### src/rtl/trigger_frame_receiver_if.sv
// Decoded byte stream from the 8b/10b decoder into the trigger frame receiver.
// The decoder side drives (master); the frame receiver samples (slave).
interface trigger_frame_receiver_if;
  logic       rx_valid;
  logic [7:0] rx_data;
  logic       rx_is_k;
  logic       rx_code_err;

  modport master (output rx_valid, output rx_data, output rx_is_k, output rx_code_err);
  modport slave  (input  rx_valid, input  rx_data, input  rx_is_k, input  rx_code_err);
endinterface

### src/rtl/trigger_frame_receiver.sv
// Trigger frame receiver: delineates the 10-byte frame SOP/status/ctrl/addr0/
// data[4]/CRC8/EOP from the decoded byte stream, checks framing and CRC,
// pulses frame_valid/trigger_out for good frames, and keeps error counters
// plus a lock indication built from consecutive good frames.
module trigger_frame_receiver #(
  parameter logic [7:0] SOP        = 8'h3C,
  parameter logic [7:0] EOP        = 8'hBC,
  parameter logic [7:0] TRIG_MASK  = 8'h08,
  parameter int         LOCK_COUNT = 4
) (
  input  logic                     clk,
  input  logic                     reset,
  trigger_frame_receiver_if.slave  rx,
  input  logic                     clr_counters,
  output logic                     trigger_out,
  output logic                     frame_valid,
  output logic [7:0]               frame_status,
  output logic [7:0]               frame_ctrl,
  output logic [7:0]               frame_addr0,
  output logic [31:0]              frame_data,
  output logic [15:0]              crc_err_count,
  output logic [15:0]              frame_err_count,
  output logic                     locked
);

  localparam logic [2:0] LOCK_MAX = LOCK_COUNT[2:0];

  typedef enum logic [1:0] {HUNT, PAYLOAD, EOP_WAIT} state_t;

  state_t      state;
  logic [2:0]  idx;
  logic [7:0]  crc;
  logic [7:0]  sh_status;
  logic [7:0]  sh_ctrl;
  logic [7:0]  sh_addr0;
  logic [31:0] sh_data;
  logic [7:0]  sh_crc;
  logic [2:0]  lock_cnt;
  logic [2:0]  lock_next;

  logic clean_sop;
  logic clean_eop;
  logic framing_err;
  logic eop_ok;
  logic good_frame;
  logic crc_fail;

  // CRC8, polynomial 0x07, MSB first, one byte per call
  function automatic logic [7:0] crc8_next(input logic [7:0] c_in, input logic [7:0] d);
    logic [7:0] c;
    c = c_in ^ d;
    for (int i = 0; i < 8; i++) begin
      c = c[7] ? ((c << 1) ^ 8'h07) : (c << 1);
    end
    return c;
  endfunction

  assign clean_sop   = rx.rx_is_k && (rx.rx_data == SOP) && !rx.rx_code_err;
  assign clean_eop   = rx.rx_is_k && (rx.rx_data == EOP) && !rx.rx_code_err;
  // Any code error or K byte inside the payload, or anything but a clean EOP after it
  assign framing_err = rx.rx_valid &&
                       (((state == PAYLOAD) && (rx.rx_code_err || rx.rx_is_k)) ||
                        ((state == EOP_WAIT) && !clean_eop));
  assign eop_ok      = rx.rx_valid && (state == EOP_WAIT) && clean_eop;
  assign good_frame  = eop_ok && (crc == sh_crc);
  assign crc_fail    = eop_ok && (crc != sh_crc);

  // Frame delineation FSM with registered frame outputs and result pulses
  always_ff @(posedge clk or negedge reset) begin
    if (!reset) begin
      state        <= HUNT;
      idx          <= 3'd0;
      crc          <= 8'h00;
      sh_status    <= 8'h00;
      sh_ctrl      <= 8'h00;
      sh_addr0     <= 8'h00;
      sh_data      <= 32'h0;
      sh_crc       <= 8'h00;
      trigger_out  <= 1'b0;
      frame_valid  <= 1'b0;
      frame_status <= 8'h00;
      frame_ctrl   <= 8'h00;
      frame_addr0  <= 8'h00;
      frame_data   <= 32'h0;
    end else begin
      trigger_out <= 1'b0;
      frame_valid <= 1'b0;
      if (rx.rx_valid) begin
        if (framing_err) begin
          // A clean SOP that breaks a frame starts the next one directly
          state <= clean_sop ? PAYLOAD : HUNT;
          idx   <= 3'd0;
          crc   <= 8'h00;
        end else begin
          case (state)
            HUNT: begin
              if (clean_sop) begin
                state <= PAYLOAD;
                idx   <= 3'd0;
                crc   <= 8'h00;
              end
            end
            PAYLOAD: begin
              case (idx)
                3'd0:    sh_status <= rx.rx_data;
                3'd1:    sh_ctrl   <= rx.rx_data;
                3'd2:    sh_addr0  <= rx.rx_data;
                3'd7:    sh_crc    <= rx.rx_data;
                default: sh_data   <= {sh_data[23:0], rx.rx_data};
              endcase
              if (idx != 3'd7) begin
                crc <= crc8_next(crc, rx.rx_data);
              end else begin
                state <= EOP_WAIT;
              end
              idx <= idx + 3'd1;
            end
            EOP_WAIT: begin
              // Only a clean EOP reaches here; errors were handled above
              if (crc == sh_crc) begin
                frame_status <= sh_status;
                frame_ctrl   <= sh_ctrl;
                frame_addr0  <= sh_addr0;
                frame_data   <= sh_data;
                frame_valid  <= 1'b1;
                trigger_out  <= |(sh_ctrl & TRIG_MASK);
              end
              state <= HUNT;
            end
            default: state <= HUNT;
          endcase
        end
      end
    end
  end

  // Next lock count: cleared by any error, saturating increment on good frames
  always_comb begin
    lock_next = lock_cnt;
    if (framing_err || crc_fail) begin
      lock_next = 3'd0;
    end else if (good_frame && (lock_cnt != LOCK_MAX)) begin
      lock_next = lock_cnt + 3'd1;
    end
  end

  // Saturating error counters (clear has priority) and lock indication
  always_ff @(posedge clk or negedge reset) begin
    if (!reset) begin
      crc_err_count   <= 16'h0;
      frame_err_count <= 16'h0;
      lock_cnt        <= 3'd0;
      locked          <= 1'b0;
    end else begin
      if (clr_counters) begin
        crc_err_count   <= 16'h0;
        frame_err_count <= 16'h0;
      end else begin
        if (crc_fail && (crc_err_count != 16'hFFFF)) begin
          crc_err_count <= crc_err_count + 16'd1;
        end
        if (framing_err && (frame_err_count != 16'hFFFF)) begin
          frame_err_count <= frame_err_count + 16'd1;
        end
      end
      lock_cnt <= lock_next;
      locked   <= (lock_next == LOCK_MAX);
    end
  end

endmodule

### src/flat_wrapper.sv
// flat-port wrapper written by rule: the top's interface ports become plain ports
module trigger_frame_receiver_flat 
#(
  parameter logic [7:0] SOP        = 8'h3C,
  parameter logic [7:0] EOP        = 8'hBC,
  parameter logic [7:0] TRIG_MASK  = 8'h08,
  parameter int         LOCK_COUNT = 4
)
  (clk, reset, clr_counters, trigger_out, frame_valid, frame_status, frame_ctrl, frame_addr0, frame_data, crc_err_count, frame_err_count, locked, rx_rx_valid, rx_rx_data, rx_rx_is_k, rx_rx_code_err);
  trigger_frame_receiver_if rx_i ();
  input  logic clk;
  input  logic reset;
  input  logic clr_counters;
  output logic trigger_out;
  output logic frame_valid;
  output logic [7:0] frame_status;
  output logic [7:0] frame_ctrl;
  output logic [7:0] frame_addr0;
  output logic [31:0] frame_data;
  output logic [15:0] crc_err_count;
  output logic [15:0] frame_err_count;
  output logic locked;
  input wire logic [$bits(rx_i.rx_valid)-1:0] rx_rx_valid;
  input wire logic [$bits(rx_i.rx_data)-1:0] rx_rx_data;
  input wire logic [$bits(rx_i.rx_is_k)-1:0] rx_rx_is_k;
  input wire logic [$bits(rx_i.rx_code_err)-1:0] rx_rx_code_err;
  assign rx_i.rx_valid = rx_rx_valid;
  assign rx_i.rx_data = rx_rx_data;
  assign rx_i.rx_is_k = rx_rx_is_k;
  assign rx_i.rx_code_err = rx_rx_code_err;
  trigger_frame_receiver #(.SOP(SOP), .EOP(EOP), .TRIG_MASK(TRIG_MASK), .LOCK_COUNT(LOCK_COUNT)) u_core (.clk(clk), .reset(reset), .rx(rx_i), .clr_counters(clr_counters), .trigger_out(trigger_out), .frame_valid(frame_valid), .frame_status(frame_status), .frame_ctrl(frame_ctrl), .frame_addr0(frame_addr0), .frame_data(frame_data), .crc_err_count(crc_err_count), .frame_err_count(frame_err_count), .locked(locked));
endmodule
### config.mk
export PLATFORM = sky130hd
export DESIGN_NAME = trigger_frame_receiver_flat
export DESIGN_NICKNAME = d
export VERILOG_FILES = /design/src/rtl/trigger_frame_receiver_if.sv /design/src/rtl/trigger_frame_receiver.sv /design/src/flat_wrapper.sv
export SDC_FILE = /design/constraint.sdc
export NUM_CORES = 1
export LEC_CHECK = 0
export ABC_CLOCK_PERIOD_IN_PS = 2700
export CAP_MARGIN = 20
export CORE_UTILIZATION = 40
export CTS_BUF_LIST = sky130_fd_sc_hd__clkbuf_16
export DETAILED_ROUTE_END_ITERATION = 10
export PLACE_DENSITY = 0.7
export SYNTH_ARGS = -nofsm -noshare
export SYNTH_HDL_FRONTEND = slang
export SYNTH_SLANG_ARGS = --single-unit
### constraint.sdc
create_clock -name clk -period 2.7 [get_ports clk]
set_input_delay 0.54 -clock clk [delete_from_list [all_inputs] [get_ports clk]]
set_output_delay 0.54 -clock clk [all_outputs]
set_load 0.1 [all_outputs]
==> results of run 1 <==
[power by group]
group	switching, mW	internal (mW)
sequential	0.00752	2.57
clock	1.01	1.36
combinational	0.146	0.0889
total	1.17	4.02
[per-stage QoR]
step / setup TNS (ns) / worst slack, ns / instances / util (%) / hold slack, ns
2_1_floorplan: 0 / 0.0502 / 605 / - / 0.244
3_3_place_gp: -21.71 / -0.335 / 994 / 48.0 / 0.393
3_5_place_dp: -24.38 / -0.371 / 994 / 48.0 / 0.397
4_1_cts: 0 / 0.0772 / 1027 / 51.1 / 0.504
5_1_grt: 0 / 0.0238 / 1027 / 51.1 / 0.514
6_report: 0 / 0.0690 / 1027 / 51.1 / 0.501
[worst paths after layout]
| path | from | to | slack [ns] | depth (start not counted) |
|---|---|---|---|---|
| max | rx_rx_data[2] | u_core.frame_status[1] | 0.07 | 8 |
| min | u_core.sh_status[0] | u_core.frame_status[0] | 0.50 | 1 |
| max reg2reg | u_core.state[0] | u_core.frame_err_count[12] | 0.42 | 6 |
| min reg2reg | u_core.sh_status[0] | u_core.frame_status[0] | 0.50 | 1 |
| max in group asynchronous | reset | u_core.frame_ctrl[1] | 1.47 | 3 |
| min in group asynchronous | reset | u_core.crc_err_count[0] | 0.52 | 2 |
[flip-flops by register name (all words and copies together), names as in the netlist, 16 cells and up]
name,count
u_core.frame_data,32
u_core.sh_data,32
u_core.crc_err_count,16
u_core.frame_err_count,16
[timing repair]
item	4_1_cts	5_1_grt
resized for setup	0	1
hold buffers	1	0
endpoints found under the hold margin	17	0
endpoints found under the setup margin	0	1
[metal layers]
metal  routed length, um  vias to the layer above  part of all wire (%)
met3                 769                       19                   4.5
met5                   0                        -                     0
li1                    -                     2500                     -
met4                 238                        0                   1.4
met2                8500                      128                    49
met1                7710                     2732                    45
[worst register-to-register path: stages, from the launching register on]
cell,delay [ns]
dfrtp_1,0.48
inv_1,0.13
o31ai_1,0.52
o21ai_2,0.16
buf_12,0.18
nor4_1,0.34
mux2_2,0.37
[final cells by class]
cell class,count,share of cell area [%]
clock buffer,17,4.29
inverter,14,0.530
timing repair buffer,153,12.8
clock inverter,15,1.51
tap,265,3.34
multi-input combinational,392,34.3
sequential,171,43.1
[layout by cell type (no fill, tap or decap), drive strengths merged, types with 4 or more instances in the layout]
cell / Yosys / routed
clkbuf: 16 / 17
o21a: 4 / 4
and4: 7 / 7
o21ai: 21 / 21
nand4: 9 / 9
ha: 9 / 9
nand2: 24 / 24
or4: 13 / 13
or3: 12 / 12
a21oi: 24 / 24
nand3: 13 / 13
nor4: 6 / 6
mux2: 125 / 125
a31oi: 4 / 4
o31ai: 15 / 15
dfrtp: 171 / 171
clkdlybuf4s50: 0 / 12
xor2: 8 / 8
nor2b: 12 / 12
buf: 12 / 140
xnor2: 21 / 21
nor3: 9 / 9
nor2: 16 / 16
and2: 5 / 5
clkinv: 0 / 4
inv: 14 / 20
[logic make-up after synthesis]
group | share of synthesized area, %
buffers and inverters | 3.16
adders and majority gates | 1.42
and+or+nand+nor | 10.3
DFF | 54.1
AOI/OAI and AO/OA | 7.50
muxes | 20.1
xor gates and xnor gates | 3.49
==> flow_summary.json, run 1 <==
{
  "status": "finished, violations left",
  "violations": "DRC",
  "initial_core_util_pct": 40.8,
  "worstMarginPinSlew_ns": 0.620,
  "fin_crit_ns": 2.63,
  "syn_inst": 605,
  "start_kind": "primary input",
  "routabilityCongestion": 0.827,
  "worst-path-buf-inv": 3,
  "power_mw": 5.19,
  "avgSynthCellArea_um2": 13.1,
  "yosys-top-cells-area": "dfrtp_1, mux2_2, mux2_4",
  "synth-edff-count": 0,
  "nFillCells": 1690,
  "slew_headroom_pct": 58.2,
  "io_buffers": 104,
  "die_h_um": 143,
  "crit_required_ns": 3.01,
  "grt_max_degree": 87,
  "gr-usage-all-layers_pct": 17.8,
  "die_area_mm2": 0.0203,
  "synth_async_sr_flop_share_pct": 100,
  "rows": 51,
  "vias": 5379,
  "areaGrowthSynthToFinish_pct": 25.3,
  "cts_buffers": 17,
  "finalMaxSlewViolations": 0,
  "grt_pass1_wl_um": 27900,
  "first_global_vias": 5396,
  "ys_seq_area_share_pct": 54.1,
  "multi_input_area_mm2": 0.00341,
  "ys_types": 57,
  "timing.critical_path.cells": "clkdlybuf4s50_1 > or3b_4 > o311a_4 > or2_4 > nor3_4 > buf_12 > buf_12 > mux2_4",
  "drt-initial-drc-count": 304,
  "setup_viol_count_final": 0,
  "yosysMostFrequentCell": "dfrtp_1",
  "overflow": 0,
  "postCtsSetupBuffers": 0,
  "arrival_ns": 2.94,
  "cts_buffer_depth": 2,
  "worstHoldPathType": "flop to flop",
  "ys_warn_count": 0,
  "skew_ns": 0.00534,
  "cts_tree": "yes",
  "drc": 2,
  "wl_um": 17200,
  "p_per_area_mw_per_mm2": 523,
  "slowest_stage": "clkdlybuf4s50_1",
  "num_antenna_cells": 0,
  "busiest_layer": "met2",
  "path_clk_slew_ns": 0.06,
  "wl_per_cell_um": 16.8,
  "finalCritPeriodShare_pct": 97.4,
  "rsz0062_at_grt": "no",
  "grt_use_met1_pct": 23.1,
  "antenna_found_initial": 0,
  "viasPerCell": 5.24,
  "critPathMaxStageDelay_ns": 0.53,
  "die_w_um": 143,
  "ys_ff_latch": 171,
  "drt_first_pass_iters": 7,
  "io_pins": 105,
  "clkLatencyLatePin_ns": 0.42,
  "dpl-instance-area_mm2": 0.00932,
  "maxCapViolations": 0,
  "htree_levels": 4,
  "synth_nets": 628,
  "fin_area_mm2": 0.00992,
  "cp_top_family": "buffers and inverters",
  "grtUsageMet2_pct": 29.4,
  "synth_top_cell_area_share_pct": 54.1,
  "yosysTopAreaCell": "dfrtp_1",
  "cts_root_buf": "clkbuf_16",
  "antenna_left": 0,
  "finalHoldViolCount": 0,
  "hpwl_um": 12400,
  "drive_gt1_share_pct": 40.3,
  "syn_area_mm2": 0.00791,
  "cts_sinks": 171,
  "crit_top_cell": "buf_12",
  "fp.coreArea_mm2": 0.0194,
  "irDropWorstVdd_mv": 0.421,
  "cp_max_fo": 15,
  "power_leakage_nw": 4.76,
  "worstSetupPathType": "primary input to flop",
  "synth_common_cells": "dfrtp_1, mux2_2, mux2_4",
  "clock.fmax_ghz": 0.380,
  "endpoint_kind": "flop",
  "met3_usage_pct": 4.29,
  "seq_area_mm2": 0.00428,
  "final_nets": 772,
  "ys.flop_type": "dfrtp_1"
}
No activity file was read; power rests on OpenSTA's default activity.
==> inputs of run 2 (changes only) <==
- CORE_MARGIN: unset -> 2
- CORE_UTILIZATION: 40 -> 55
- PLACE_DENSITY: 0.7 -> 0.89
==> run 2 against run 1 <==
  * The run now ends clean
  * Combinational power about the same
  * Sequential share of layout area is 0.72 points higher
  * Total power shrank 2.5%
  * Wire length grew 5.0%
  * Flip-flop and latch count is the same
  * Sequential power hardly changed
  * Worst hold slack lost 0.41 ns
  * Critical path type unchanged
  * Highest routed layer unchanged
==> flow_summary.json, run 2 (same netlist as run 1, synthesis figures left out) <==
{
  "status": "finished, final reports clean",
  "largestRegisters": "u_core.frame_data: 32 flops, u_core.sh_data: 32 flops",
  "cts_hold_buf": 0,
  "routabilityCongestion": 0.958,
  "start_kind": "primary input",
  "setup_viol_count_final": 0,
  "rsz0062_at_grt": "no",
  "die_w_um": 124,
  "power_mw": 5.06,
  "grt_pass1_wl_um": 28900,
  "cts_buffers": 17,
  "critPathMaxStageDelay_ns": 0.51,
  "drc": 0,
  "die_area_mm2": 0.0154,
  "gr-usage-all-layers_pct": 24.7,
  "hpwl_um": 13000,
  "vias": 5465,
  "worstSetupPathType": "primary input to flop",
  "num_antenna_cells": 0,
  "drt-initial-drc-count": 362,
  "crit_required_ns": 3.00,
  "viasPerCell": 5.83,
  "final_nets": 769,
  "cts_resized": 0,
  "fin_crit_ns": 2.64,
  "finalCritPeriodShare_pct": 97.9,
  "power_leakage_nw": 4.73,
  "cts_sinks": 171,
  "drt_first_pass_iters": 5,
  "initial_core_util_pct": 56.6,
  "slowest_stage": "clkdlybuf4s50_1",
  "skew_ns": 0.0110,
  "final_common_cell": "dfrtp_1",
  "cp_max_fo": 11,
  "clkLatencyLatePin_ns": 0.42,
  "final_cell_mix": "dfrtp_1, buf_4, mux2_2, mux2_4",
  "postCtsSetupBuffers": 0,
  "htree_levels": 4,
  "cts_tree": "yes",
  "worstMarginPinSlew_ns": 0.607,
  "p_per_area_mw_per_mm2": 519,
  "fp.coreArea_mm2": 0.0140,
  "cts_root_buf": "clkbuf_16",
  "wl_per_cell_um": 19.3,
  "worst-path-buf-inv": 3,
  "arrival_ns": 2.95,
  "die_h_um": 124,
  "cp_top_family": "simple AND/OR/NAND/NOR gates",
  "cts_buffer_depth": 2,
  "worstHoldPathType": "primary input to asynchronous set/reset pin",
  "slew_headroom_pct": 59.1,
  "irDropWorstVdd_mv": 0.492,
  "maxCapViolations": 0,
  "wl_um": 18100,
  "whs_ns": 0.0871,
  "areaGrowthSynthToFinish_pct": 23.3,
  "crit_top_cell": "buf_12",
  "rows": 43,
  "antenna_found_initial": 0,
  "overflow": 0,
  "io_buffers": 104,
  "io_pins": 105,
  "finalHoldViolCount": 0,
  "clock.fmax_ghz": 0.378,
  "grt_max_degree": 58,
  "first_global_vias": 5560,
  "antenna_left": 0,
  "drive_gt1_share_pct": 40.0,
  "finalMaxSlewViolations": 0,
  "timing.critical_path.cells": "clkdlybuf4s50_1 > or3b_4 > o311a_4 > or2_4 > nor3_4 > buf_12 > buf_12 > mux2_2",
  "tns_ns": 0,
  "endpoint_kind": "flop",
  "path_clk_slew_ns": 0.06
}
## run 2: metal layers
metal	share of wire [%]	routed length, um	global-route usage, %	up-vias
li1	-	-	-	2485
met1	42	7540	31.6	2766
met2	51	9260	42.1	191
met3	5.3	965	5.63	23
met4	1.8	319	7.79	0
met5	0	0	0	-
## run 2: path summary, 6_finish.rpt
check / start / endpoint / slack (ns) / depth (start not counted)
worst max-delay path: rx_rx_data[0] / u_core.frame_data[15] / 0.06 / 8
worst min-delay path: reset / u_core.frame_data[15] / 0.09 / 1
worst max register to register: u_core.state[1] / u_core.frame_err_count[6] / 0.38 / 6
worst min register to register: u_core.sh_ctrl[7] / u_core.frame_ctrl[7] / 0.50 / 1
max in group asynchronous: reset / u_core.sh_data[0] / 1.88 / 2
min in group clk: u_core.sh_ctrl[7] / u_core.frame_ctrl[7] / 0.50 / 1
## run 2: area by class of cell
cell class / count / area, um2
clock inverters: 14 / 106
flip-flops and latches: 171 / 4280
inverters: 14 / 52.6
well taps: 180 / 225
repair buffers: 150 / 1260
multi-input cells: 392 / 3410
fillers: 958 / 4230
clock buffers: 17 / 425
## run 2: worst register-to-register path: stages, from the launching register on
cell     delay, ns
dfrtp_1       0.56
or3b_2        0.47
o31ai_1       0.13
o21ai_2       0.20
buf_4         0.21
or4_1         0.51
a21oi_1       0.16
## run 2: report_power, final
group          internal, mW  switching [mW]
registers              2.57         0.00753
logic                0.0895           0.148
clock network          1.25           0.997
total                  3.91            1.15
## run 2: per-stage QoR
stage / utilization [%] / setup slack (ns) / cell area, um2 / instances
final: 69.7 / 0.0559 / 9750 / 938
after CTS: 69.7 / 0.0489 / 9740 / 938
after global routing: 69.7 / 0.0209 / 9750 / 938
after global placement: 65.8 / -0.322 / 9210 / 907
after floorplan: - / 0.0502 / 7910 / 605
after detailed placement: 65.8 / -0.399 / 9210 / 907
==> inputs of run 3 (changes only) <==
- MAX_ROUTING_LAYER: unset -> met4
==> run 3 against run 2 <==
  * Sequential share of layout area down 0.24 points
  * Final cell count rose by 0.43%
  * Core utilization is 0.38 points higher
  * Critical path depth did not move
  * Via count grew 0.22%
  * Critical endpoint is now u_core.frame_data[19]
  * Non-clock buffer count grew 4
  * Die area is the same
  * Clock skew down 0.0040 ns
==> flow_summary.json, run 3 (same netlist as run 1, synthesis figures left out) <==
{
  "fin_area_mm2": 0.00981,
  "rrSetupSlack_ns": 0.29,
  "vias": 5477,
  "preCtsSetupSlack_ns": -0.360,
  "slew_headroom_pct": 61.8,
  "arrival_ns": 2.97,
  "postCtsSetupBuffers": 0,
  "htree_levels": 4,
  "worstMarginPinSlew_ns": 0.566,
  "overflow": 0,
  "gr-usage-all-layers_pct": 26.3,
  "fp.coreArea_mm2": 0.0140,
  "irDropWorstVdd_mv": 0.595,
  "largestRegisters": "u_core.frame_data: 32 flops, u_core.sh_data: 32 flops",
  "drc": 0,
  "final_common_cell": "dfrtp_1",
  "worstSetupPathType": "primary input to flop",
  "antenna_found_initial": 0,
  "cts_tree": "yes",
  "worst_slack_ns": 0.0354,
  "viasPerCell": 5.81,
  "cts_root_buf": "clkbuf_16",
  "nFillCells": 976,
  "cp_max_fo": 13,
  "rows": 43,
  "grt_pass1_wl_um": 29900,
  "finalCritPeriodShare_pct": 98.7,
  "r2r_cells": 6,
  "maxCapViolations": 0,
  "finalMaxSlewViolations": 0,
  "fin_crit_ns": 2.66,
  "cts_buffers": 17,
  "cts_sinks": 171,
  "areaGrowthSynthToFinish_pct": 24.0,
  "cts_buffer_depth": 2,
  "drt_first_pass_iters": 6,
  "multi_input_area_mm2": 0.00341,
  "clock.fmax_ghz": 0.375,
  "timing.rr.start": "u_core.state[1]",
  "drt-initial-drc-count": 331,
  "final_util_pct": 70.1,
  "clkLatencyLatePin_ns": 0.43,
  "grt_max_degree": 74,
  "skew_ns": 0.00705,
  "io_pins": 105,
  "power_leakage_nw": 4.74,
  "seq_area_mm2": 0.00428,
  "worstHoldPathType": "primary input to asynchronous set/reset pin",
  "first_global_vias": 5674,
  "setup.worst_path.start": "rx_rx_data[2]",
  "status": "finished, final reports clean",
  "hpwl_um": 12900,
  "wl_per_cell_um": 19.7,
  "routabilityCongestion": 0.970,
  "wl_um": 18600,
  "drive_gt1_share_pct": 40.4,
  "die_area_mm2": 0.0154,
  "endpoint_kind": "flop",
  "rsz0062_at_grt": "no",
  "final_cell_mix": "dfrtp_1, buf_4, mux2_2, mux2_4",
  "antenna_left": 0,
  "path_clk_slew_ns": 0.07,
  "setup_viol_count_final": 0,
  "io_buffers": 104,
  "r2r-end": "u_core.frame_err_count[5]",
  "dpl-instance-area_mm2": 0.00923,
  "initial_core_util_pct": 56.6,
  "final_nets": 773,
  "die_h_um": 124,
  "p_per_area_mw_per_mm2": 530,
  "start_kind": "primary input",
  "die_w_um": 124,
  "num_antenna_cells": 0,
  "finalHoldViolCount": 0,
  "crit_required_ns": 3.01
}
run 3: cell count changes in the layout (fill, tap and decap cells not counted), sizes merged:
| cell | previous run | this run |
|---|---|---|
| clkinv | 6 | 4 |
| buf | 138 | 142 |
| bufinv | 1 | 2 |
| clkinvlp | 2 | 3 |
run 3: worst max path at each step:
stage	end	slack, ns	cells past startpoint
2_1_floorplan	u_core.crc_err_count[2]	0.05	7
3_3_place_gp	u_core.frame_data[17]	-0.33	8
3_5_place_dp	u_core.frame_data[20]	-0.36	8
4_1_cts	u_core.frame_data[19]	0.07	8
5_1_grt	u_core.frame_data[19]	0.008	8
6_report	u_core.frame_data[19]	0.04	8
run 3: where the power goes:
part	internal, mW	leakage, nW	switching, mW	total [mW]
Sequential	2.57	2.39	0.00740	2.58
Clock	1.36	0.269	1.03	2.39
Combinational	0.0876	2.09	0.146	0.233
run 3: layout make-up:
cell class	instances	share of cell area, %
clock inverter	14	1.45
multi-input combinational	392	34.7
tap	180	2.30
sequential	171	43.6
clock buffer	17	4.34
inverter	14	0.536
timing repair buffer	154	13.0
run 3: critical path, cell delays in order:
cell and delay [ns]:
clkdlybuf4s50_1 0.54, or3b_4 0.41, o311a_4 0.32, or2_4 0.25, nor3_4 0.22, buf_12 0.19, buf_12 0.15, mux2_2 0.34
run 3: stage by stage:
| step | hold WS, ns | std cells | power [mW] | TNS (ns) |
|---|---|---|---|---|
| 2_1_floorplan | 0.244 | 605 | 2.73 | 0 |
| 3_3_place_gp | 0.483 | 911 | 2.85 | -20.98 |
| 3_5_place_dp | 0.491 | 911 | 2.86 | -23.29 |
| 4_1_cts | 0.0784 | 942 | 5.23 | 0 |
| 5_1_grt | 0.105 | 942 | 5.37 | 0 |
| 6_report | 0.0635 | 942 | 5.20 | 0 |
run 3: layer usage:
layer | vias up | global-route usage [%] | wire [um] | share of wire, %
met2 | 158 | 45.2 | 9640 | 52
li1 | 2503 | - | - | -
met1 | 2786 | 31.6 | 7750 | 42
met5 | - | - | 0 | 0
met4 | 0 | 7.94 | 356 | 1.9
met3 | 30 | 5.40 | 818 | 4.4
run 3: repair_timing:
| item | CTS | global route |
|---|---|---|
| hold buffers | 0 | 0 |
| resized for setup | 0 | 2 |
| setup endpoints to repair | 0 | 3 |
